### config.mk
export PLATFORM = sky130hd
export DESIGN_NAME = axi_sram_tester
export DESIGN_NICKNAME = d
export VERILOG_FILES = /design/src/rtl/axi_sram_tester_pkg.sv /design/src/rtl/axi_sram_tester.sv
export SDC_FILE = /design/constraint.sdc
export NUM_CORES = 1
export LEC_CHECK = 0
export ABC_AREA = 0
export CAP_MARGIN = 40
export CELL_PAD_IN_SITES_DETAIL_PLACEMENT = 0
export CELL_PAD_IN_SITES_GLOBAL_PLACEMENT = 1
export CORE_UTILIZATION = 40
export CTS_BUF_LIST = sky130_fd_sc_hd__clkbuf_8
export CTS_CLUSTER_DIAMETER = 100
export DETAILED_ROUTE_END_ITERATION = 10
export PLACE_DENSITY = 0.8
export SYNTH_ARGS = -nofsm -noshare
export SYNTH_HDL_FRONTEND = slang
export SYNTH_SLANG_ARGS = --single-unit
### constraint.sdc
create_clock -name a_clk -period 4.4 [get_ports a_clk]
set_input_delay 0.66 -clock a_clk [delete_from_list [all_inputs] [get_ports a_clk]]
set_output_delay 0.66 -clock a_clk [all_outputs]
set_load 0.01 [all_outputs]
### src/rtl/axi_sram_tester_pkg.sv
// Shared definitions for the AXI4-Lite SRAM tester: response codes, default
// widths and FSM state encodings.
package axi_sram_tester_pkg;

    localparam logic [1:0] RESP_OKAY   = 2'b00;
    localparam logic [1:0] RESP_SLVERR = 2'b10;

    localparam int DEF_ADDR_W = 18;
    localparam int DEF_DATA_W = 16;

    typedef enum logic [2:0] {
        S_IDLE  = 3'd0,
        S_WADDR = 3'd1,
        S_WRESP = 3'd2,
        S_RADDR = 3'd3,
        S_RDATA = 3'd4,
        S_FIN   = 3'd5
    } state_t;

endpackage

### src/rtl/axi_sram_tester.sv
// AXI4-Lite initiator: writes (addr[15:0] ^ seed) to len words from base, reads
// them back and reports mismatches / error responses, with a per-handshake timeout.
module axi_sram_tester
    import axi_sram_tester_pkg::*;
#(
    parameter int ADDR_W  = DEF_ADDR_W,
    parameter int DATA_W  = DEF_DATA_W,
    parameter int TIMEOUT = 1023
) (
    input  logic                  a_clk,
    input  logic                  a_rst,
    input  logic                  start,
    input  logic [ADDR_W-1:0]     base,
    input  logic [ADDR_W-1:0]     len,
    input  logic [DATA_W-1:0]     seed,
    output logic                  busy,
    output logic                  done,
    output logic                  pass,
    output logic                  timeout,
    output logic [15:0]           err_count,
    output logic [ADDR_W-1:0]     first_err_addr,
    output logic                  aw_valid,
    output logic [ADDR_W-1:0]     aw_addr,
    output logic                  aw_prot,
    input  logic                  aw_ready,
    output logic                  w_valid,
    output logic [DATA_W-1:0]     w_data,
    output logic [DATA_W/8-1:0]   w_strb,
    input  logic                  w_ready,
    output logic                  b_ready,
    input  logic                  b_valid,
    input  logic [1:0]            b_resp,
    output logic                  ar_valid,
    output logic [ADDR_W-1:0]     ar_addr,
    output logic                  ar_prot,
    input  logic                  ar_ready,
    output logic                  r_ready,
    input  logic                  r_valid,
    input  logic [DATA_W-1:0]     r_data,
    input  logic [1:0]            r_resp
);

    localparam int             TW       = $clog2(TIMEOUT + 1);
    localparam logic [TW-1:0]  TMO_LAST = TW'(TIMEOUT - 1);

    state_t              r_state, w_state_nxt;
    logic [TW-1:0]       r_tcnt;
    logic [ADDR_W-1:0]   r_idx, r_base, r_len;
    logic [DATA_W-1:0]   r_seed;
    logic                r_busy, r_done, r_pass, r_timeout;
    logic [15:0]         r_err_count;
    logic [ADDR_W-1:0]   r_first_err_addr;
    logic                r_aw_valid, r_w_valid, r_b_ready, r_ar_valid, r_r_ready;
    logic                r_aw_done, r_w_done;
    logic [ADDR_W-1:0]   r_aw_addr, r_ar_addr;
    logic [DATA_W-1:0]   r_w_data;

    logic                w_start, w_abort, w_waiting, w_tmo_hit, w_last, w_err_ev;
    logic                w_aw_hs, w_w_hs, w_b_hs, w_ar_hs, w_r_hs;
    logic [ADDR_W-1:0]   w_idx_inc, w_next_addr;

    assign w_start     = (r_state == S_IDLE) && start && !r_done;
    assign w_aw_hs     = r_aw_valid && aw_ready;
    assign w_w_hs      = r_w_valid && w_ready;
    assign w_b_hs      = r_b_ready && b_valid;
    assign w_ar_hs     = r_ar_valid && ar_ready;
    assign w_r_hs      = r_r_ready && r_valid;
    assign w_idx_inc   = r_idx + 1'b1;
    assign w_next_addr = r_base + w_idx_inc;
    assign w_last      = (w_idx_inc == r_len);
    assign w_tmo_hit   = (r_tcnt == TMO_LAST);
    assign w_waiting   = (r_state == S_WADDR) || (r_state == S_WRESP) ||
                         (r_state == S_RADDR) || (r_state == S_RDATA);
    assign w_err_ev    = (w_b_hs && (b_resp != RESP_OKAY)) ||
                         (w_r_hs && ((r_resp != RESP_OKAY) ||
                                     (r_data != (DATA_W'(r_ar_addr[15:0]) ^ r_seed))));

    always_comb begin
        w_state_nxt = r_state;
        w_abort     = 1'b0;
        case (r_state)
            S_IDLE:  if (w_start) w_state_nxt = (len != '0) ? S_WADDR : S_FIN;
            S_WADDR: if ((r_aw_done || w_aw_hs) && (r_w_done || w_w_hs)) w_state_nxt = S_WRESP;
                     else if (w_tmo_hit) w_abort = 1'b1;
            S_WRESP: if (w_b_hs) w_state_nxt = w_last ? S_RADDR : S_WADDR;
                     else if (w_tmo_hit) w_abort = 1'b1;
            S_RADDR: if (w_ar_hs) w_state_nxt = S_RDATA;
                     else if (w_tmo_hit) w_abort = 1'b1;
            S_RDATA: if (w_r_hs) w_state_nxt = w_last ? S_FIN : S_RADDR;
                     else if (w_tmo_hit) w_abort = 1'b1;
            S_FIN:   w_state_nxt = S_IDLE;
            default: w_state_nxt = S_IDLE;
        endcase
        if (w_abort) w_state_nxt = S_FIN;
    end

    always_ff @(posedge a_clk) begin
        if (!a_rst) begin
            r_state <= S_IDLE;
            r_tcnt  <= '0;
        end else begin
            r_state <= w_state_nxt;
            if ((w_state_nxt != r_state) || !w_waiting) r_tcnt <= '0;
            else                                         r_tcnt <= r_tcnt + 1'b1;
        end
    end

    always_ff @(posedge a_clk) begin
        if (!a_rst) begin
            r_idx <= '0; r_base <= '0; r_len <= '0; r_seed <= '0;
            r_busy <= 1'b0; r_done <= 1'b0; r_pass <= 1'b0; r_timeout <= 1'b0;
            r_err_count <= '0; r_first_err_addr <= '0;
            r_aw_valid <= 1'b0; r_w_valid <= 1'b0; r_b_ready <= 1'b0;
            r_ar_valid <= 1'b0; r_r_ready <= 1'b0;
            r_aw_done <= 1'b0; r_w_done <= 1'b0;
            r_aw_addr <= '0; r_ar_addr <= '0; r_w_data <= '0;
        end else begin
            // done trails FIN by one edge so a start coinciding with it is ignored
            r_done <= (r_state == S_FIN);
            r_busy <= (w_state_nxt != S_IDLE) && (w_state_nxt != S_FIN);
            if (r_state == S_FIN) r_pass <= (r_err_count == '0) && !r_timeout;

            case (r_state)
                S_IDLE: if (w_start) begin
                    r_base <= base; r_len <= len; r_seed <= seed; r_idx <= '0;
                    r_pass <= 1'b0; r_timeout <= 1'b0;
                    r_err_count <= '0; r_first_err_addr <= '0;
                    if (len != '0) begin
                        r_aw_valid <= 1'b1; r_w_valid <= 1'b1;
                        r_aw_done  <= 1'b0; r_w_done  <= 1'b0;
                        r_aw_addr  <= base;
                        r_w_data   <= DATA_W'(base[15:0]) ^ seed;
                    end
                end
                S_WADDR: begin
                    if (w_aw_hs) begin r_aw_valid <= 1'b0; r_aw_done <= 1'b1; end
                    if (w_w_hs)  begin r_w_valid  <= 1'b0; r_w_done  <= 1'b1; end
                    if (w_state_nxt == S_WRESP) r_b_ready <= 1'b1;
                end
                S_WRESP: if (w_b_hs) begin
                    r_b_ready <= 1'b0;
                    if (w_last) begin
                        r_idx <= '0; r_ar_valid <= 1'b1; r_ar_addr <= r_base;
                    end else begin
                        r_idx <= w_idx_inc;
                        r_aw_valid <= 1'b1; r_w_valid <= 1'b1;
                        r_aw_done  <= 1'b0; r_w_done  <= 1'b0;
                        r_aw_addr  <= w_next_addr;
                        r_w_data   <= DATA_W'(w_next_addr[15:0]) ^ r_seed;
                    end
                end
                S_RADDR: if (w_ar_hs) begin r_ar_valid <= 1'b0; r_r_ready <= 1'b1; end
                S_RDATA: if (w_r_hs) begin
                    r_r_ready <= 1'b0;
                    if (!w_last) begin
                        r_idx <= w_idx_inc; r_ar_valid <= 1'b1; r_ar_addr <= w_next_addr;
                    end
                end
                default: ;
            endcase

            if (w_err_ev) begin
                if (r_err_count != 16'hFFFF) r_err_count <= r_err_count + 16'd1;
                if (r_err_count == '0)
                    r_first_err_addr <= (r_state == S_WRESP) ? r_aw_addr : r_ar_addr;
            end
            if (w_abort) begin
                r_aw_valid <= 1'b0; r_w_valid <= 1'b0; r_b_ready <= 1'b0;
                r_ar_valid <= 1'b0; r_r_ready <= 1'b0; r_timeout <= 1'b1;
            end
        end
    end

    assign busy           = r_busy;
    assign done           = r_done;
    assign pass           = r_pass;
    assign timeout        = r_timeout;
    assign err_count      = r_err_count;
    assign first_err_addr = r_first_err_addr;
    assign aw_valid       = r_aw_valid;
    assign aw_addr        = r_aw_addr;
    assign aw_prot        = 1'b0;
    assign w_valid        = r_w_valid;
    assign w_data         = r_w_data;
    assign w_strb         = '1;
    assign b_ready        = r_b_ready;
    assign ar_valid       = r_ar_valid;
    assign ar_addr        = r_ar_addr;
    assign ar_prot        = 1'b0;
    assign r_ready        = r_r_ready;

endmodule

* Word-level counts from Yosys, hierarchy flattened
Cells that the tools add are included.
** Cells by class
- Multiplexer cells :: 78
- Bitwise gates (word level) :: 4
- Reduce and logical (&&, ||, !) cells :: 50
- Add/sub/neg operators :: 4
- Equality and inequality tests :: 23
** Operators with widths (count)
- 18-bit 2-to-1 mux :: 17
- 16-bit 2-to-1 mux :: 8
- 18-bit one-hot mux with 2 select lines :: 2
- 18-bit one-hot mux with 3 select lines :: 1
- 16-bit XOR :: 3
- 16-bit one-hot mux with 2 select lines :: 1
- 1-bit 2-to-1 mux :: 31
- 3-bit 2-to-1 mux :: 8
- 18-bit by 1-bit adder with 18-bit output (second input constant) :: 1
- 18-bit adder :: 1
- 18-bit equality test :: 1
- 2-bit inequality test (second input constant) :: 9
- 6-bit AND reduction :: 3
- 18-bit nonzero test :: 1
- 16-bit by 1-bit adder with 16-bit output (second input constant) :: 1
- 16-bit logical NOT :: 1
- 16-bit inequality test :: 1
- 16-bit inequality test (second input constant) :: 1
- 2-bit nonzero test :: 8
- 1-bit one-hot mux with 3 select lines :: 5
- 3-bit one-hot mux with 5 select lines :: 1
- 5-bit AND reduction :: 3
- 1-bit logical AND :: 12
- 3-bit nonzero test :: 4
- 18 further kinds :: 35
** Storage, ports and cells
- Flip-flop bits (word level) :: 180
- Logic and storage cells :: 181
- Input port bits :: 80

* Logic depth before layout (Yosys ltp)
Gate-level depths: netlist (run 1).
- Depth in word-level cells :: 9
- Mapped depth :: 14
- Depth with buffers taken out :: 14

* Least setup slack after synthesis (run 1)
No wires, ideal clock.
- Path type :: register to register
- Start :: register r_idx[6]
- End :: register r_w_data[15], in the netlist w_data[15]
- Path slack :: 1057 ps
- Data required time :: 4263 ps
- Setup time :: 137 ps
- Clock period less this slack :: 3343 ps
- Cell stages (with the launch flop) :: 14
- Arrival :: 3206 ps
- Cells stage by stage :: dfxtp_1 buf_2 nand4_2 nor3_1 xor2_1 ha_1 and3_1 a211o_1 a211o_1 and4_1 o31ai_1 xnor2_1 xnor2_1 o221ai_1
** Between the ends
- Longest elaborated chain between the ends :: 6
- Elaborated cells between the ends (all ways) :: 9
- Those cells by class :: 2 x add/sub; 2 x eq/ne; 3 x mux; 1 x bitwise; 1 x reduce/logical
** Ends and longest elaborated chain
- start, declared :: RTL line axi_sram_tester.sv:48 : logic [ADDR_W-1:0] r_idx, r_base, r_len;
- start signal, assigned :: RTL line axi_sram_tester.sv:145 : r_idx <= w_idx_inc;
- 18-bit by 1-bit adder with 18-bit output * :: RTL line axi_sram_tester.sv:68 : assign w_idx_inc = r_idx + 1'b1;
- 18-bit adder :: RTL line axi_sram_tester.sv:69 : assign w_next_addr = r_base + w_idx_inc;
- 16-bit XOR :: RTL line axi_sram_tester.sv:149 : r_w_data <= DATA_W'(w_next_addr[15:0]) ^ r_seed;
- 16-bit 2-to-1 mux :: RTL line axi_sram_tester.sv:142 : if (w_last) begin
- 16-bit 2-to-1 mux :: RTL line axi_sram_tester.sv:140 : S_WRESP: if (w_b_hs) begin
- 16-bit one-hot mux with 2 select lines :: RTL line axi_sram_tester.sv:123 : case (r_state)
- end signal, assigned :: RTL line axi_sram_tester.sv:132 : r_w_data <= DATA_W'(base[15:0]) ^ seed;
- end signal, assigned :: RTL line axi_sram_tester.sv:149
- end, declared :: RTL line axi_sram_tester.sv:56 : logic [DATA_W-1:0] r_w_data;
Mark *: on every way between the ends. The rest lies on a longest branch, timed or not. The select of a mux whose other input is x is not followed.
A chain may end at the register's enable or synchronous reset.

* Worst setup path after layout (run 1)
- Start :: register r_idx[0]
- End :: register r_w_data[15], in the netlist w_data[15]
Same word-level chain as after synthesis.

==> reports/metrics.cfg, run 1 <==
[run_status]
status=finished, final reports clean

[routing]
postRouteAntennaNets=0
wl_per_cell_um=17.8
post_drt_via_cell_ratio=5.49
drc=0
vias=9900
drt-initial-drc-count=803
totalWireLength_um=32100
firstDrtPassIters=7

[clocking]
cts_root_buf=clkbuf_8
numCtsBuffers=17
insertion_delay_ns=0.48
clk_pin_slew_ns=0.12
cts_hold_buf=0
clock_sinks=180
cts_buffer_depth=2
cts_setup_buffers=0
cts_tree=yes
cts_resized=0
htreeDepth=4

[timing]
max_slew.worst_pin.slew_ns=0.881
fin_crit_sh_pct=90.3
rsz0062_at_grt=false
setup_violations=0
maxSlewViolCount=0
max_freq_mhz=252
hold_violations=0
slew_headroom_pct=41.3
fin_skew_ns=0.0215
post-route-min-period_ns=3.97
setup_tns_ns=0

[finish]
fin_nets=1564
drive_gt1_share_pct=5.70
layout_commonest_cell=nand2_1
fin_area_um2=12700
instances_no_fill=1804
antenna_cells_inserted=0
final_cell_mix=nand2_1, dfxtp_1, clkdlybuf4s50_1, nor2_1, a21oi_1
multi_input_area_um2=6190
n_fill_cell=2546
syn_to_final_growth_pct=23.8
regArea_um2=3600

[synth]
ys_seq_area_share_pct=35.2
ys_warn_count=0
synth_top_area_share_pct=35.2
muxShareOfSynthArea_pct=1.41
synth_compound_area_share_pct=20.4
synthTopCellsByArea=dfxtp_1, nand2_1, a21oi_1
synthCells=1333
yosysTopAreaCell=dfxtp_1
synth_adder_area_share_pct=2.89
netlist_area_um2=10200
synth_edf_count=0
ys_ff_latch=180
async_flop_share_pct=0
yosys.area_share.simple_pct=25.0
synth-xor-area-share_pct=10.4
synth_top_family_by_area=simple AND/OR/NAND/NOR gates
avgSynthCellArea_um2=7.67
synth_cell_type_count=71
synth_flop_cell=dfxtp_1

[die]
ioPinCount=179
rows=58
fp.dieW_um=162
start_util_pct=40.7
die_area_um2=26200
core-area_um2=25100
die_h_um=162

[global_routing]
overflow=0
grt_usage_pct=24.4
grt_pass1_vias=8878
grt_pass1_wl_um=50300
grt_max_degree=73
antenna_found_initial=0

[setup_path]
path_max_fanout=9
critical_path_class=reg2reg
regToRegEndpoint=w_data[15]
cpPeakStageDelay_ns=0.52
crit_slowest_cell=dfxtp_1
start_kind=flop
reg2reg_from=r_idx[0]
cp_top_family=compound AO/OA/AOI/OAI gates
cp.arrival_ns=4.33
worst-path-buf-inv=0
regToRegSetupSlack_ns=0.43
end_kind=flop
cp.required_ns=4.76
cp_cell_sequence=ha_1, nand4_1, nor2_1, xor2_1, ha_1, and3_1, a211o_1, a211o_1, and4_1, o31ai_1, xnor2_1, xnor2_1, o221ai_1
ff2ff_path_depth=13

[hold_path]
hold_path_end=w_data[14]
min_path_type=reg2reg
hold_path_depth=2
min_from=w_data[14]

[placed_design]
placed_area_um2=12200
place.gp.congestion=0.854
portBuffers=174
dpl.cell_count=1772
dp_hpwl_um=23200

[pwr]
p_leak_nw=4.58
p_per_area_nw_per_um2=285
ir_drop_uv=166

[flow_run]
max-cap-violations=0

-- worst min-delay path, cell delays in order, from the launching register on --
cell and delay [ns]:
dfxtp_1 0.33, nand2_1 0.05, a21oi_1 0.05
-- final cells by class --
cell class | instances | share of cell area [%]
repair buffers | 198 | 15.3
well taps | 330 | 3.26
clock buffers | 17 | 1.85
flip-flops and latches | 180 | 28.5
inverters | 20 | 0.613
multi-input cells | 1044 | 48.9
clock inverters | 15 | 1.59
-- Yosys cell counts (6+ instances only) --
master	number
o2111ai_1	6
nand4_1	9
o21a_1	6
nor3_1	43
ha_1	22
xor2_1	37
a311oi_1	9
o21ai_0	65
and3_1	12
xnor3_1	10
or3_1	6
and2_1	8
clkbuf_1	67
nor2b_1	11
nand2_1	242
a21oi_1	133
nand3_1	28
a31oi_1	26
nand2b_1	12
mux2i_1	11
nor2_1	138
o21ai_1	8
buf_2	14
o211a_1	7
dfxtp_1	180
nor4_1	14
o211ai_1	16
inv_1	20
a211oi_1	23
buf_4	8
xnor2_1	59
a21o_1	8
-- flip-flops by register name (all words and copies together) (netlist names) --
| signal | count |
|---|---|
| r_tcnt | 10 |
| first_err_addr | 18 |
| done | 1 |
| r_base | 18 |
| w_valid | 1 |
| ar_valid | 1 |
| err_count | 16 |
| busy | 1 |
| r_ready | 1 |
| r_aw_done | 1 |
| r_w_done | 1 |
| timeout | 1 |
| r_state | 3 |
| r_seed | 16 |
| pass | 1 |
| r_idx | 18 |
| w_data | 16 |
| aw_addr | 18 |
| ar_addr | 18 |
| aw_valid | 1 |
| b_ready | 1 |
| r_len | 18 |
-- layer usage --
metal,up-vias,global-route usage (%),wire [um]
met5,-,0,0
met4,0,5.32,395
met3,26,4.34,2160
met2,345,37.0,14200
met1,4626,35.6,15400
li1,4903,-,-
-- power breakdown --
| group | internal [W] | switching (W) |
|---|---|---|
| Clock | 0.000499 | 0.000745 |
| Sequential | 0.00170 | 0.0000693 |
| Combinational | 0.000280 | 0.000317 |
-- how the worst max path moves through the flow --
stage	from	end	slack, ns	depth (start not counted)
CTS	r_idx[0]	w_data[15]	0.49	13
detailed placement	r_idx[0]	w_data[15]	0.46	13
global placement	r_idx[6]	w_data[15]	0.59	12
finish	r_idx[0]	w_data[15]	0.43	13
global route	r_idx[0]	w_data[15]	0.11	13
floorplan	r_idx[6]	w_data[15]	1.06	13
-- cell families after synthesis --
kind of cell               Yosys count
AOI/OAI and AO/OA                  340
xor gates and xnor gates           106
adders and majority gates           23
buffers and inverters              111
DFF                                180
muxes                               14
other                                2
and+or+nand+nor                    557
-- per-stage QoR --
step / utilization [%] / worst slack, ns / hold slack (ns) / power, W
2_1_floorplan: - / 1.06 / 0.430 / 0.00212
3_3_place_gp: 48.7 / 0.591 / 0.446 / 0.00240
3_5_place_dp: 48.7 / 0.462 / 0.453 / 0.00240
4_1_cts: 50.4 / 0.489 / 0.467 / 0.00364
5_1_grt: 50.4 / 0.114 / 0.492 / 0.00377
6_report: 50.4 / 0.428 / 0.465 / 0.00361
No activity file was read; power rests on OpenSTA's default activity.
==> run 2: changes to the inputs <==
--- a/config.mk
+++ b/config.mk
@@ -9,11 +9,11 @@
 export CAP_MARGIN = 40
 export CELL_PAD_IN_SITES_DETAIL_PLACEMENT = 0
 export CELL_PAD_IN_SITES_GLOBAL_PLACEMENT = 1
-export CORE_UTILIZATION = 40
+export CORE_UTILIZATION = 35
 export CTS_BUF_LIST = sky130_fd_sc_hd__clkbuf_8
 export CTS_CLUSTER_DIAMETER = 100
 export DETAILED_ROUTE_END_ITERATION = 10
-export PLACE_DENSITY = 0.8
+export PLACE_DENSITY = 0.72
 export SYNTH_ARGS = -nofsm -noshare
 export SYNTH_HDL_FRONTEND = slang
 export SYNTH_SLANG_ARGS = --single-unit
==> reports/metrics.cfg, run 2 (synthesis results as in run 1) <==
[run_status]
status=finished, final reports clean

[routing]
drc=0  ; unchanged
totalWireLength_um=32400  ; +0.92%
firstDrtPassIters=5  ; -2
vias=9749  ; -1.5%
wl_per_cell_um=17.4  ; -1.9%
postRouteAntennaNets=0  ; unchanged
post_drt_via_cell_ratio=5.25  ; -4.3%
drt-initial-drc-count=681  ; -15%

[setup_path]
cp_cell_sequence=nand4_2, nor3_1, xor2_1, ha_1, and3_1, a211o_1, a211o_1, and4_1, o31ai_1, xnor2_1, xnor2_1, o221ai_1
cp.arrival_ns=4.35  ; +0.02 ns
critical_path_class=reg2reg
start_kind=flop
cpPeakStageDelay_ns=0.58  ; +0.06 ns
end_kind=flop
path_max_fanout=12  ; +3
crit_slowest_cell=dfxtp_1
cp_top_family=simple AND/OR/NAND/NOR gates
worst-path-buf-inv=0  ; unchanged
cp.required_ns=4.77  ; about the same

[pwr]
ir_drop_uv=176  ; +5.8%
p_int_w=0.00244  ; -1.7%
combinationalPowerShare_pct=16.6  ; about the same
p_clk_share_pct=33.9  ; -0.6 points
p_sw_w=0.00114  ; +0.66%
finalPower_w=0.00358  ; -0.95%
swShare_pct=31.8  ; +0.51 points
p_per_area_nw_per_um2=281  ; -1.4%
seqPwrFrac_pct=49.5  ; +0.5 points
p_leak_nw=4.57  ; -0.25%

[clocking]
insertion_delay_ns=0.49  ; about the same
cts_resized=0  ; unchanged
clock_sinks=180  ; unchanged
cts_hold_buf=0  ; unchanged
clk_pin_slew_ns=0.12  ; about the same
cts_setup_buffers=0  ; unchanged
htreeDepth=4  ; unchanged
cts_root_buf=clkbuf_8
cts_tree=yes
numCtsBuffers=17  ; unchanged
cts_buffer_depth=2  ; unchanged

[finish]
drive_gt1_share_pct=5.57  ; -0.13 points
syn_to_final_growth_pct=24.3
fin_nets=1562  ; -0.13%
fin_area_um2=12700  ; +0.43%
layout_commonest_cell=nand2_1
final_cell_mix=nand2_1, dfxtp_1, clkdlybuf4s50_1, nor2_1, a21oi_1
post-route-util_pct=44.3  ; -6.1 points
antenna_cells_inserted=0  ; unchanged

[global_routing]
top_usage_layer=met2
antenna_found_initial=0  ; unchanged
grt_pass1_wl_um=51600  ; +2.6%
grt_util_met2_pct=33.0  ; -4.0 points
grt_pass1_vias=8883  ; +0.056%
use_met1_pct=31.9  ; -3.7 points
use_met3_pct=3.21  ; -1.1 points
grt_max_degree=61  ; -16%
overflow=0  ; unchanged
grt_usage_pct=21.6  ; -2.7 points

[placed_design]
dp_hpwl_um=23600  ; +1.7%
portBuffers=174  ; unchanged
place.gp.congestion=0.842  ; -1.4%
placed_area_um2=12300  ; +0.53%

[timing]
rsz0062_at_grt=false
slew_headroom_pct=44.1  ; +2.8 points
maxSlewViolCount=0  ; unchanged
fin_skew_ns=0.0305  ; +0.00899 ns
hold_violations=0  ; unchanged
fin_crit_sh_pct=90.4  ; +0.17 points
setup_violations=0  ; unchanged
max_slew.worst_pin.slew_ns=0.818  ; -0.0631 ns
post-route-min-period_ns=3.98  ; +0.00728 ns
setup_tns_ns=0  ; unchanged
max_freq_mhz=251  ; -0.18%

[die]
die_h_um=173  ; +6.8%
rows=62  ; +6.9%
core-area_um2=28700  ; +14%
fp.dieW_um=173  ; +6.8%
start_util_pct=35.6  ; -5.1 points
die_area_um2=29900  ; +14%
ioPinCount=179  ; unchanged

[hold_path]
min_path_type=reg2reg

[flow_run]
max-cap-violations=0  ; unchanged

-- run 2: worst min-delay path, delay by kind of cell (launching register included) --
family,cells,cell delay [ns]
flops,1,0.33
compound gates,1,0.05
simple gates,1,0.05
-- run 2: layer usage --
metal  up-vias  wire length [um]
met3        21              1340
met1      4590             16500
li1       4913                 -
met5         -                 0
met2       225             14200
met4         0               308
-- run 2: layout make-up --
| class | count | area (um^2) |
|---|---|---|
| Sequential cell | 180 | 3600 |
| Clock inverter | 14 | 178 |
| Multi-Input combinational cell | 1044 | 6190 |
| Clock buffer | 18 | 248 |
| Timing Repair Buffer | 196 | 1930 |
| Tap cell | 384 | 480 |
| Fill cell | 2934 | 16000 |
| Inverter | 20 | 77.6 |
-- run 2: final timing paths --
path | from | endpoint | slack, ns | cells after the start
max | r_idx[5] | w_data[15] | 0.42 | 12
min | w_data[14] | w_data[14] | 0.47 | 2
max reg2reg | r_idx[5] | w_data[15] | 0.42 | 12
min reg2reg | w_data[14] | w_data[14] | 0.47 | 2
-- run 2: metrics by stage --
step / instances / hold WS (ns) / worst slack (ns)
after global placement: 1824 / 0.443 / 0.573
final: 1856 / 0.471 / 0.421
after global routing: 1856 / 0.492 / 0.0845
after CTS: 1856 / 0.474 / 0.449
after floorplan: 1335 / 0.430 / 1.06
after detailed placement: 1824 / 0.451 / 0.467
-- run 2: power groups by stage --
stage / combinational [W] / clock, W / sequential (W)
finish: 0.000594 / 0.00121 / 0.00177
global route: 0.000650 / 0.00131 / 0.00178
CTS: 0.000599 / 0.00124 / 0.00177
detailed placement: 0.000597 / 0 / 0.00181
global placement: 0.000593 / 0 / 0.00181
floorplan: 0.000318 / 0 / 0.00180
==> run 3: changes to the inputs <==
--- a/config.mk
+++ b/config.mk
@@ -6,13 +6,14 @@
 export NUM_CORES = 1
 export LEC_CHECK = 0
 export ABC_AREA = 0
-export CAP_MARGIN = 40
+export CAP_MARGIN = 20
 export CELL_PAD_IN_SITES_DETAIL_PLACEMENT = 0
 export CELL_PAD_IN_SITES_GLOBAL_PLACEMENT = 1
 export CORE_UTILIZATION = 35
 export CTS_BUF_LIST = sky130_fd_sc_hd__clkbuf_8
 export CTS_CLUSTER_DIAMETER = 100
 export DETAILED_ROUTE_END_ITERATION = 10
+export MAX_ROUTING_LAYER = met4
 export PLACE_DENSITY = 0.72
 export SYNTH_ARGS = -nofsm -noshare
 export SYNTH_HDL_FRONTEND = slang
==> reports/metrics.cfg, run 3 (synthesis results as in run 1) <==
[run_status]
status=finished, final reports clean

[die]
fp.dieW_um=173  ; unchanged
start_util_pct=35.6  ; unchanged
die_area_um2=29900  ; unchanged
ioPinCount=179  ; unchanged
die_h_um=173  ; unchanged
rows=62  ; unchanged
core-area_um2=28700  ; unchanged

[routing]
postRouteAntennaNets=0  ; unchanged
wl_per_cell_um=17.5  ; +0.40%
drt-initial-drc-count=655  ; -3.8%
post_drt_via_cell_ratio=5.28  ; +0.59%
drc=0  ; unchanged
totalWireLength_um=32500  ; +0.40%
vias=9807  ; +0.59%
firstDrtPassIters=5  ; unchanged

[global_routing]
grt_pass1_vias=8854  ; -0.33%
grt_pass1_wl_um=51600  ; about the same
antenna_found_initial=0  ; unchanged
overflow=0  ; unchanged
grt_usage_pct=22.3  ; +0.69 points
grt_max_degree=61  ; unchanged

[setup_path]
critical_path_class=reg2reg
cp.arrival_ns=4.33  ; -0.02 ns
regToRegSetupSlack_ns=0.44  ; +0.02 ns
reg2reg_from=r_idx[5]
end_kind=flop
cp.required_ns=4.77  ; about the same
start_kind=flop
regToRegEndpoint=w_data[15]
ff2ff_path_depth=12  ; unchanged
path_max_fanout=12  ; unchanged

[finish]
final_cell_mix=nand2_1, dfxtp_1, clkdlybuf4s50_1, nor2_1, a21oi_1
fin_nets=1562  ; unchanged
antenna_cells_inserted=0  ; unchanged
post-route-util_pct=44.3  ; unchanged
syn_to_final_growth_pct=24.3  ; unchanged
layout_commonest_cell=nand2_1
fin_area_um2=12700  ; unchanged
drive_gt1_share_pct=5.57  ; unchanged

[timing]
max_slew.worst_pin.slew_ns=0.808  ; -0.00922 ns
setup_violations=0  ; unchanged
fin_crit_sh_pct=90.0  ; -0.43 points
maxSlewViolCount=0  ; unchanged
hold_violations=0  ; unchanged
post-route-min-period_ns=3.96  ; -0.0188 ns
setup_tns_ns=0  ; unchanged
max_freq_mhz=252  ; +0.47%
slew_headroom_pct=44.7  ; +0.63 points
rsz0062_at_grt=false
fin_skew_ns=0.0282  ; -0.00229 ns

[clocking]
cts_root_buf=clkbuf_8
htreeDepth=4  ; unchanged
cts_hold_buf=0  ; unchanged
numCtsBuffers=17  ; unchanged
clk_pin_slew_ns=0.12  ; about the same
cts_resized=0  ; unchanged
cts_tree=yes
clock_sinks=180  ; unchanged
insertion_delay_ns=0.50  ; about the same
cts_setup_buffers=0  ; unchanged
cts_buffer_depth=2  ; unchanged

[hold_path]
min_from=w_data[14]
min_path_type=reg2reg
hold_path_depth=2  ; unchanged
hold_path_end=w_data[14]

[placed_design]
placed_area_um2=12300  ; unchanged
portBuffers=174  ; unchanged
place.gp.congestion=0.855  ; +1.6%
dp_hpwl_um=23600  ; unchanged

[pwr]
p_leak_nw=4.57  ; unchanged
finalPower_w=0.00357  ; about the same
p_per_area_nw_per_um2=281  ; about the same
ir_drop_uv=176  ; about the same

[flow_run]
max-cap-violations=0  ; unchanged

run 3: how the worst max path moves through the flow:
stage	depth (start not counted)	start	end
floorplan	13	r_idx[6]	w_data[15]
global placement	12	r_idx[5]	w_data[15]
detailed placement	12	r_idx[5]	w_data[15]
CTS	12	r_idx[5]	w_data[15]
global route	13	r_idx[0]	w_data[15]
finish	12	r_idx[5]	w_data[15]
run 3: where the power goes:
part	switching [W]	total, W	internal (W)
clock	0.000753	0.00121	0.000456
sequential	0.0000708	0.00177	0.00170
combinational	0.000314	0.000595	0.000281
run 3: final cells by class:
type | count | area, um^2
sequential | 180 | 3600
inverter | 20 | 77.6
tap | 384 | 480
multi-input combinational | 1044 | 6190
clock buffer | 18 | 248
fill | 2934 | 16000
clock inverter | 14 | 178
timing repair buffer | 196 | 1930
run 3: worst max-delay path: stages (launching register included):
cell	delay, ns
dfxtp_1	0.57
nand4_2	0.29
nor3_1	0.49
xor2_1	0.22
ha_1	0.30
and3_1	0.18
a211o_1	0.29
a211o_1	0.25
and4_1	0.20
o31ai_1	0.48
xnor2_1	0.27
xnor2_1	0.17
o221ai_1	0.14
run 3: metrics by stage:
step	std cells	hold slack (ns)	worst slack [ns]
after detailed placement	1824	0.451	0.467
final	1856	0.471	0.439
after CTS	1856	0.474	0.449
after global placement	1824	0.443	0.573
after floorplan	1335	0.430	1.06
after global routing	1856	0.492	0.0845
run 3: per-layer routing:
metal  vias to the layer above  share of wire [%]  GRT usage, %
met5                         -                  0             -
met4                         0               0.94          4.79
met3                        20                4.4          3.08
met2                       270                 44          32.9
met1                      4614                 51          32.2
li1                       4903                  -             -
